===== src/rtl/gbuf_arbiter_pkg.sv =====
// rtl/gbuf_arbiter_pkg.sv - shared widths and read-owner encoding for the global-buffer arbiter
package gbuf_arbiter_pkg;

  localparam int GBUF_ADDR_WIDTH     = 12;
  localparam int GBUF_WORD_WIDTH     = 160;
  localparam int GBUF_WAIT_CNT_WIDTH = 16;

  typedef logic [1:0] owner_t;

  localparam owner_t OWN_IDLE = 2'd0;
  localparam owner_t OWN_TPU  = 2'd1;
  localparam owner_t OWN_HOST = 2'd2;

  // Who owns the RAM read data returning on the next cycle; writes return nothing.
  function automatic owner_t next_owner(input logic tpu_sel, input logic tpu_we,
                                        input logic host_gnt, input logic host_we);
    if (tpu_sel && !tpu_we) begin
      return OWN_TPU;
    end else if (host_gnt && !host_we) begin
      return OWN_HOST;
    end
    return OWN_IDLE;
  endfunction

endpackage


===== src/rtl/gbuf_arbiter_if.sv =====
// rtl/gbuf_arbiter_if.sv - tpu, host loader and RAM-side signal bundle of one arbiter
interface gbuf_arbiter_if #(
  parameter int ADDR_WIDTH     = 12,
  parameter int WORD_WIDTH     = 160,
  parameter int WAIT_CNT_WIDTH = 16
);

  logic                      tpu_en_i;
  logic                      tpu_we_i;
  logic [ADDR_WIDTH-1:0]     tpu_addr_i;
  logic [WORD_WIDTH-1:0]     tpu_wdata_i;
  logic [WORD_WIDTH-1:0]     tpu_rdata_o;

  logic                      host_req_i;
  logic                      host_we_i;
  logic [ADDR_WIDTH-1:0]     host_addr_i;
  logic [WORD_WIDTH-1:0]     host_wdata_i;
  logic                      host_gnt_o;
  logic                      host_rvalid_o;
  logic [WORD_WIDTH-1:0]     host_rdata_o;
  logic [WAIT_CNT_WIDTH-1:0] host_wait_cnt_o;
  logic                      clr_stats_i;

  logic                      ram_en_o;
  logic                      ram_we_o;
  logic [ADDR_WIDTH-1:0]     ram_addr_o;
  logic [WORD_WIDTH-1:0]     ram_wdata_o;
  logic [WORD_WIDTH-1:0]     ram_rdata_i;

  modport slave (
    input  tpu_en_i, tpu_we_i, tpu_addr_i, tpu_wdata_i,
    output tpu_rdata_o,
    input  host_req_i, host_we_i, host_addr_i, host_wdata_i, clr_stats_i,
    output host_gnt_o, host_rvalid_o, host_rdata_o, host_wait_cnt_o,
    output ram_en_o, ram_we_o, ram_addr_o, ram_wdata_o,
    input  ram_rdata_i
  );

  modport master (
    output tpu_en_i, tpu_we_i, tpu_addr_i, tpu_wdata_i,
    input  tpu_rdata_o,
    output host_req_i, host_we_i, host_addr_i, host_wdata_i, clr_stats_i,
    input  host_gnt_o, host_rvalid_o, host_rdata_o, host_wait_cnt_o,
    input  ram_en_o, ram_we_o, ram_addr_o, ram_wdata_o,
    output ram_rdata_i
  );

endinterface


===== src/rtl/gbuf_arbiter_sat_counter.sv =====
// rtl/gbuf_arbiter_sat_counter.sv - saturating event counter with synchronous clear
module sat_counter #(
  parameter int WIDTH = 16
) (
  input  logic             clk_i,
  input  logic             rst_ni,
  input  logic             inc_i,
  input  logic             clr_i,
  output logic [WIDTH-1:0] cnt_o
);

  logic [WIDTH-1:0] cnt_q;
  logic [WIDTH-1:0] cnt_d;

  // Clear beats increment; the count sticks at all-ones instead of wrapping.
  always_comb begin
    cnt_d = cnt_q;
    if (clr_i) begin
      cnt_d = '0;
    end else if (inc_i && !(&cnt_q)) begin
      cnt_d = cnt_q + WIDTH'(1);
    end
  end

  always_ff @(posedge clk_i or negedge rst_ni) begin
    if (!rst_ni) begin
      cnt_q <= '0;
    end else begin
      cnt_q <= cnt_d;
    end
  end

  assign cnt_o = cnt_q;

endmodule


===== src/rtl/gbuf_arbiter.sv =====
// rtl/gbuf_arbiter.sv - shares one single-port global buffer between the tpu port and the host loader
module gbuf_arbiter
  import gbuf_arbiter_pkg::*;
#(
  parameter int ADDR_WIDTH     = GBUF_ADDR_WIDTH,
  parameter int WORD_WIDTH     = GBUF_WORD_WIDTH,
  parameter int WAIT_CNT_WIDTH = GBUF_WAIT_CNT_WIDTH
) (
  input logic            clk_i,
  input logic            rst_ni,
  gbuf_arbiter_if.slave  bus
);

  logic                      tpu_sel;
  logic                      host_gnt;
  logic                      wait_inc;
  logic [WAIT_CNT_WIDTH-1:0] wait_cnt;

  logic                  ram_en;
  logic                  ram_we;
  logic [ADDR_WIDTH-1:0] ram_addr;
  logic [WORD_WIDTH-1:0] ram_wdata;

  owner_t rd_owner_q;
  owner_t rd_owner_d;

  // The tpu is never stalled; the host only gets cycles the tpu leaves idle.
  assign tpu_sel  = bus.tpu_en_i & rst_ni;
  assign host_gnt = bus.host_req_i & ~bus.tpu_en_i & rst_ni;

  always_comb begin
    ram_en    = 1'b0;
    ram_we    = 1'b0;
    ram_addr  = '0;
    ram_wdata = '0;
    if (tpu_sel) begin
      ram_en    = 1'b1;
      ram_we    = bus.tpu_we_i;
      ram_addr  = bus.tpu_addr_i;
      ram_wdata = bus.tpu_wdata_i;
    end else if (host_gnt) begin
      ram_en    = 1'b1;
      ram_we    = bus.host_we_i;
      ram_addr  = bus.host_addr_i;
      ram_wdata = bus.host_wdata_i;
    end
  end

  assign bus.ram_en_o    = ram_en;
  assign bus.ram_we_o    = ram_we;
  assign bus.ram_addr_o  = ram_addr;
  assign bus.ram_wdata_o = ram_wdata;
  assign bus.host_gnt_o  = host_gnt;

  assign rd_owner_d = next_owner(tpu_sel, bus.tpu_we_i, host_gnt, bus.host_we_i);

  // Async clear drops any read in flight, so no stale rvalid after release.
  always_ff @(posedge clk_i or negedge rst_ni) begin
    if (!rst_ni) begin
      rd_owner_q <= OWN_IDLE;
    end else begin
      rd_owner_q <= rd_owner_d;
    end
  end

  assign bus.tpu_rdata_o   = (rd_owner_q == OWN_TPU)  ? bus.ram_rdata_i : '0;
  assign bus.host_rdata_o  = (rd_owner_q == OWN_HOST) ? bus.ram_rdata_i : '0;
  assign bus.host_rvalid_o = (rd_owner_q == OWN_HOST);

  assign wait_inc = bus.host_req_i & ~host_gnt;

  sat_counter #(
    .WIDTH (WAIT_CNT_WIDTH)
  ) u_wait_cnt (
    .clk_i  (clk_i),
    .rst_ni (rst_ni),
    .inc_i  (wait_inc),
    .clr_i  (bus.clr_stats_i),
    .cnt_o  (wait_cnt)
  );

  assign bus.host_wait_cnt_o = wait_cnt;

endmodule


===== src/flat_wrapper.sv =====
// flat-port wrapper written by rule: the top's interface ports become plain ports
module gbuf_arbiter_flat import gbuf_arbiter_pkg::*;
#(
  parameter int ADDR_WIDTH     = GBUF_ADDR_WIDTH,
  parameter int WORD_WIDTH     = GBUF_WORD_WIDTH,
  parameter int WAIT_CNT_WIDTH = GBUF_WAIT_CNT_WIDTH
)
  (clk_i, rst_ni, bus_tpu_en_i, bus_tpu_we_i, bus_tpu_addr_i, bus_tpu_wdata_i, bus_tpu_rdata_o, bus_host_req_i, bus_host_we_i, bus_host_addr_i, bus_host_wdata_i, bus_clr_stats_i, bus_host_gnt_o, bus_host_rvalid_o, bus_host_rdata_o, bus_host_wait_cnt_o, bus_ram_en_o, bus_ram_we_o, bus_ram_addr_o, bus_ram_wdata_o, bus_ram_rdata_i);
  gbuf_arbiter_if #(.ADDR_WIDTH(ADDR_WIDTH), .WORD_WIDTH(WORD_WIDTH), .WAIT_CNT_WIDTH(WAIT_CNT_WIDTH)) bus_i ();
  input logic clk_i;
  input logic rst_ni;
  input wire logic [$bits(bus_i.tpu_en_i)-1:0] bus_tpu_en_i;
  input wire logic [$bits(bus_i.tpu_we_i)-1:0] bus_tpu_we_i;
  input wire logic [$bits(bus_i.tpu_addr_i)-1:0] bus_tpu_addr_i;
  input wire logic [$bits(bus_i.tpu_wdata_i)-1:0] bus_tpu_wdata_i;
  output wire logic [$bits(bus_i.tpu_rdata_o)-1:0] bus_tpu_rdata_o;
  input wire logic [$bits(bus_i.host_req_i)-1:0] bus_host_req_i;
  input wire logic [$bits(bus_i.host_we_i)-1:0] bus_host_we_i;
  input wire logic [$bits(bus_i.host_addr_i)-1:0] bus_host_addr_i;
  input wire logic [$bits(bus_i.host_wdata_i)-1:0] bus_host_wdata_i;
  input wire logic [$bits(bus_i.clr_stats_i)-1:0] bus_clr_stats_i;
  output wire logic [$bits(bus_i.host_gnt_o)-1:0] bus_host_gnt_o;
  output wire logic [$bits(bus_i.host_rvalid_o)-1:0] bus_host_rvalid_o;
  output wire logic [$bits(bus_i.host_rdata_o)-1:0] bus_host_rdata_o;
  output wire logic [$bits(bus_i.host_wait_cnt_o)-1:0] bus_host_wait_cnt_o;
  output wire logic [$bits(bus_i.ram_en_o)-1:0] bus_ram_en_o;
  output wire logic [$bits(bus_i.ram_we_o)-1:0] bus_ram_we_o;
  output wire logic [$bits(bus_i.ram_addr_o)-1:0] bus_ram_addr_o;
  output wire logic [$bits(bus_i.ram_wdata_o)-1:0] bus_ram_wdata_o;
  input wire logic [$bits(bus_i.ram_rdata_i)-1:0] bus_ram_rdata_i;
  assign bus_i.tpu_en_i = bus_tpu_en_i;
  assign bus_i.tpu_we_i = bus_tpu_we_i;
  assign bus_i.tpu_addr_i = bus_tpu_addr_i;
  assign bus_i.tpu_wdata_i = bus_tpu_wdata_i;
  assign bus_tpu_rdata_o = bus_i.tpu_rdata_o;
  assign bus_i.host_req_i = bus_host_req_i;
  assign bus_i.host_we_i = bus_host_we_i;
  assign bus_i.host_addr_i = bus_host_addr_i;
  assign bus_i.host_wdata_i = bus_host_wdata_i;
  assign bus_i.clr_stats_i = bus_clr_stats_i;
  assign bus_host_gnt_o = bus_i.host_gnt_o;
  assign bus_host_rvalid_o = bus_i.host_rvalid_o;
  assign bus_host_rdata_o = bus_i.host_rdata_o;
  assign bus_host_wait_cnt_o = bus_i.host_wait_cnt_o;
  assign bus_ram_en_o = bus_i.ram_en_o;
  assign bus_ram_we_o = bus_i.ram_we_o;
  assign bus_ram_addr_o = bus_i.ram_addr_o;
  assign bus_ram_wdata_o = bus_i.ram_wdata_o;
  assign bus_i.ram_rdata_i = bus_ram_rdata_i;
  gbuf_arbiter #(.ADDR_WIDTH(ADDR_WIDTH), .WORD_WIDTH(WORD_WIDTH), .WAIT_CNT_WIDTH(WAIT_CNT_WIDTH)) u_core (.clk_i(clk_i), .rst_ni(rst_ni), .bus(bus_i));
endmodule

===== config.mk =====
export PLATFORM = sky130hd
export DESIGN_NAME = gbuf_arbiter_flat
export DESIGN_NICKNAME = d
export VERILOG_FILES = /design/src/rtl/gbuf_arbiter_pkg.sv /design/src/rtl/gbuf_arbiter_if.sv /design/src/rtl/gbuf_arbiter_sat_counter.sv /design/src/rtl/gbuf_arbiter.sv /design/src/flat_wrapper.sv
export SDC_FILE = /design/constraint.sdc
export NUM_CORES = 1
export LEC_CHECK = 0
export CORE_AREA = 2 2 397 399
export DETAILED_ROUTE_END_ITERATION = 10
export DIE_AREA = 0 0 399 401
export MAX_ROUTING_LAYER = met4
export PLACE_DENSITY_LB_ADDON = 0.05
export REMOVE_ABC_BUFFERS = 1
export SLEW_MARGIN = 20
export SYNTH_ARGS = -nofsm -noshare
export SYNTH_HDL_FRONTEND = slang
export SYNTH_HIERARCHICAL = 1
export SYNTH_SLANG_ARGS = --single-unit
export TNS_END_PERCENT = 20

===== constraint.sdc =====
create_clock -name clk_i -period 1.5 [get_ports clk_i]
set_clock_uncertainty 0.2 [all_clocks]
set_input_delay 0.3 -clock clk_i [delete_from_list [all_inputs] [get_ports clk_i]]
set_output_delay 0.3 -clock clk_i [all_outputs]
set_load 0.1 [all_outputs]

==> metrics.md, run 1 <==
| Metric | Value |
|---|---|
| Post-Place Cells | 3792 |
| Grt ovf | 0 |
| Post-Syn Area per Cell | roughly 7.7 um2 |
| Distinct cells, synth | 42 |
| Error | [ERROR DRT-0255] Maze Route cannot find path of net bus_tpu_rdata_o[118] in worker of routeBox ( 386400 241500 ) ( 399000 289800 ). |
| Final Wtd Congestion | 0.816 |
| Count of state elements after synthesis | 18 |
| Starting Density | 3.41% |
| Ports | 1023 |
| First-pass GRT wire length | 140000 um |
| Worst End Pin Type | output port |
| Die X | 399 um |
| Sink Count | 18 |
| Ys Warns | 6 |
| Total CTS buffers | 3 |
| Mapped Cells | 694 |
| Fail Step | 5_2_route |
| Post-synth EDFFs | 0 |
| H-tree levels | 1 |
| Synth async-reset ratio | 100% |
| Number of core rows | 145 |
| Syn Std Cell Area | 5310 um2 |
| Initial antenna violation count | between 80 and 90 |
| Vias in the first global route | around 12000 |
| Largest net degree at the start of global routing | 52 |
| Die Span Y | 401 um |
| Worst endpoint after global-route timing repair | bus_host_rdata_o[112] |
| Max clock buf depth | 2 |
| Root buffer cell | clkbuf_16 |
| Main synth FF type | dfrtp_1 |
| Post-synthesis sequential area ratio | between 8 and 9% |
| HPWL reported at the end of detailed placement | 97500 um |
| Run status | stopped before the end |
| Tot GR Track Use | 13.9% |
| Port Buf Inserts | 1022 |
| Post-Place Setup Slack | -1.30 ns |
## timing repair
action / CTS / global route
hold buffers: 2 / 0
pin swaps: 135 / 87
endpoints found under the hold margin: 18 / 0
resized for setup: 347 / 69
endpoints found under the setup margin: 522 / 527
cloned: 28 / 7
buffers inserted: 31 / 2
## stage by stage
| step | instance area (um2) | utilization [%] |
|---|---|---|
| floorplan | 4760 | - |
| global placement | 23900 | 15.4 |
| detailed placement | 23900 | 15.4 |
| CTS | 25900 | 16.6 |
| global route | 26400 | 16.9 |
## cell usage after synthesis, types with 4 or more instances
cell      count  share of area, %
and2_1      325                38
a32o_1      173                33
buf_2        46               4.3
clkbuf_1     32               2.3
dfrtp_1      18               8.5
buf_6        17               3.6
a21oi_1       8              0.75
nor2_1        8              0.57
nand2_1       7              0.49
nor2b_1       7              0.82
nand3_1       4              0.38
o21ai_0       4              0.38
or3_1         4              0.47
## layer usage
metal	track usage, %
met5	-
met4	2.64
met3	5.72
met2	24.4
met1	14.6
## kinds of logic after synthesis
family / after synthesis / synth area share (%)
buffers and inverters: 99 / 10.6
multiplexers: 4 / 0.871
adder cells (fa/ha/maj): 1 / 0.235
AO/OA/AOI/OAI: 196 / 35.4
XOR/XNOR: 1 / 0.165
flip-flops: 18 / 8.48
AND/OR/NAND/NOR: 375 / 44.2
==> inputs of run 2 (changes only) <==
Settings changed: CORE_AREA 2 2 397 399 to 2 2 399 401, DIE_AREA 0 0 399 401 to 0 0 401 403, MAX_ROUTING_LAYER met4 to default, PLACE_DENSITY_LB_ADDON 0.05 to 0.15.
Clock period 1.5 ns to 2 ns, I/O delays scaled along.
==> run 2 against run 1 <==
Net effect: the flow now finishes, with violations (negative hold slack, negative setup slack); synthesized cell count unchanged; global-route usage down 1.4 points; synthesized area unchanged.
==> metrics.md, run 2 <==
| Metric | Value |
|---|---|
| Max IR drop VDD | 0.260 mV |
| Count leader, synth | and2_1 |
| Max clock buf depth | 2 (unchanged) |
| WL final | roughly 110000 um |
| Required time worst endpoint | 1.40 ns |
| Share of cells above drive strength 1 | 62.6% |
| Final ANT Viol Nets | 0 |
| Worst skew pair latency | 0.26 ns |
| Port Buf Inserts | 1022 (unchanged) |
| Arrival time at the worst endpoint | 1.77 ns |
| Hold_ws | -0.00908 ns |
| Top cells by area, synth | and2_1, a32o_1, dfrtp_1 |
| Sw Ratio | between 50% and 60% |
| Die X | 401 um (+0.50%) |
| Root buffer cell | clkbuf_16 |
| Internal Dissipation | between 3 and 4 mW |
| Clock power share | 6.0% |
| Post-synth top area share | 38.3% (unchanged) |
| Slew Viols, Final | 0 |
| CP Class | primary input to output port |
| Full die area | ~160000 um2 |
| Grt ovf | 0 (unchanged) |
| Starting Density | 3.37% (-0.039 points) |
| Slew at the pin closest to its max-slew limit | 0.380 ns |
| Achievable Freq | 422 MHz |
| Run status | finished with violations |
| Final worst slack | -0.370 ns |
| Final hold violations | 2 |
| Die Span Y | 403 um (+0.50%) |
| Synth async-reset ratio | 100% (unchanged) |
| Post-layout minimum cycle time | roughly 2.4 ns |
| Ports | 1023 (unchanged) |
| Vias in the first global route | 11600 (-0.17%) |
| Post-synth EDFFs | 0 (unchanged) |
| Post-Syn Area per Cell | 7.66 um2 (unchanged) |
| Largest net degree at the start of global routing | 67 (+29%) |
| Length of the first detailed-routing pass in iterations | 4 |
| Count of state elements after synthesis | 18 (unchanged) |
| # setup viols final | 502 |
| P_sw | between 4 and 5 mW |
| Post-synth top cells | and2_1, a32o_1, buf_2 |
| Fillers | 17400 |
| First-pass GRT wire length | 133000 um (-5.3%) |
| CTS tree | done |
| Max transition margin | 74.4% |
| DR WL/cell | 28.1 um |
| Logic pwr share | around 90% |
| Pleak | ~11 nW |
| Post-synthesis sequential area ratio | 8.48% (unchanged) |
| Distinct cells, synth | 42 (unchanged) |
| Sink Count | 18 (unchanged) |
| Hold/Removal Path Class | primary input to async pin |
| Commonest non-fill, non-tap cell in the layout | buf_12 |
| Fin nets | 2354 |
| Final Wtd Congestion | 0.862 (+5.7%) |
| Max-cap violations | 0 |
| CTS hold repair buffers | 0 (-2) |
| Critical path fanouts, max | 7 |
| Number of flip-flops in the largest register | 16 |
| Vias | 11100 |
| Drt initial violations | 491 |
| Main synth FF type | dfrtp_1 |
| Failing checks | negative hold slack, negative setup slack |
| Flop pwr share | 4.6% |
| Area growth from synthesis to layout | 408% |
| Clock slew at reported path FFs | 0.07 ns |
| Initial antenna violation count | 82 (-1.2%) |
| Ys Warns | 6 (unchanged) |
| Post-Place Setup Slack | -0.831 ns (+0.473 ns) |
| Cell taking the most area after synthesis | and2_1 |
| Syn Std Cell Area | 5310 um2 (unchanged) |
| Vias per cell | 2.83 |
| Critical path endpoint category | output port |
| Tcrit/Tclk final | 118% |
| Most frequent cells in the layout | buf_12, clkdlybuf4s50_1, and2_4, a32o_2, and2_1 |
| RSZ-0062 raised after global routing | true |
| Core area | 157000 um2 |
| TNS Setup | -135.08 ns |
| Mapped Cells | 694 (unchanged) |
| Total CTS buffers | 3 (unchanged) |
| Crit start category | primary input |
| P per Cell Area | 299 nW/um2 |
| HPWL reported at the end of detailed placement | 93800 um (-3.7%) |
| Tot GR Track Use | 12.5% (-1.4 points) |
| Number of core rows | 146 (+0.69%) |
| DRC viols | 0 |
| H-tree levels | 1 (unchanged) |
## run 2: cell counts after synthesis
Identical to the previous run, type by type.
## run 2: per-layer routing
metal	track usage [%]	routed length [um]
met2	22.5	58100
met3	5.38	10400
met4	2.85	1910
met5	0	509
met1	13.4	39700
## run 2: stage by stage
stage               utilization, %  cell area (um2)  instances  total power, mW
global route                  17.1            27000       3922             8.30
floorplan                        -             4760        597             3.43
detailed placement            15.5            24500       3842             7.10
CTS                           16.3            25600       3884             7.93
global placement              15.5            24500       3842             7.11
finish                        17.1            27000       3931             8.06
## run 2: layout make-up
class	count	area (um2)	share of cell area, %
inverter	2	7.51	0.0278
sequential	18	452	1.67
antenna	18	45.0	0.167
clock buffer	4	88.8	0.329
multi-input combinational	577	5120	18.9
timing repair buffer	1240	18700	69.3
tap	2072	2590	9.60
## run 2: logic make-up after synthesis
group	share of synthesized area, %
AOI/OAI and AO/OA	35.4
xor gates and xnor gates	0.165
adders and majority gates	0.235
buffers and inverters	10.6
DFF	8.48
muxes	0.871
and+or+nand+nor	44.2
## run 2: power groups by stage
| stage | clock network [mW] | logic, mW | registers [mW] |
|---|---|---|---|
| 6_report | 0.482 | 7.21 | 0.373 |
| 3_3_place_gp | 0 | 6.73 | 0.380 |
| 5_1_grt | 0.521 | 7.41 | 0.374 |
| 4_1_cts | 0.509 | 7.04 | 0.373 |
| 2_1_floorplan | 0 | 3.02 | 0.406 |
| 3_5_place_dp | 0 | 6.72 | 0.380 |
## run 2: final timing paths
check | slack (ns) | start | end | depth (start not counted)
worst min-delay path | -0.009 | rst_ni | u_core/rd_owner_q[0] | 3
worst min register to register | 0.39 | u_core/u_wait_cnt/cnt_o[8] | u_core/u_wait_cnt/cnt_o[8] | 2
worst max-delay path | -0.37 | bus_tpu_en_i | bus_ram_wdata_o[17] | 8
min in group clk_i | 0.39 | u_core/u_wait_cnt/cnt_o[8] | u_core/u_wait_cnt/cnt_o[8] | 2
worst max register to register | 0.17 | u_core/u_wait_cnt/cnt_o[10] | u_core/u_wait_cnt/cnt_o[0] | 4
max in group asynchronous | 1.33 | rst_ni | u_core/u_wait_cnt/cnt_o[0] | 3
## run 2: timing repair
item,in CTS,in global routing
resized for setup,228,313
gates cloned,16,19
setup buffers,24,21
pin swaps,131,102
endpoints found under the setup margin,512,505
## run 2: worst max-delay path: stages
cell and delay, ns:
buf_12 0.12, nor2b_4 0.19, clkbuf_16 0.23, buf_12 0.15
buf_12 0.11, buf_16 0.12, a32o_2 0.21, buf_12 0.18
Note: power is estimated with default switching activity, not from simulation.
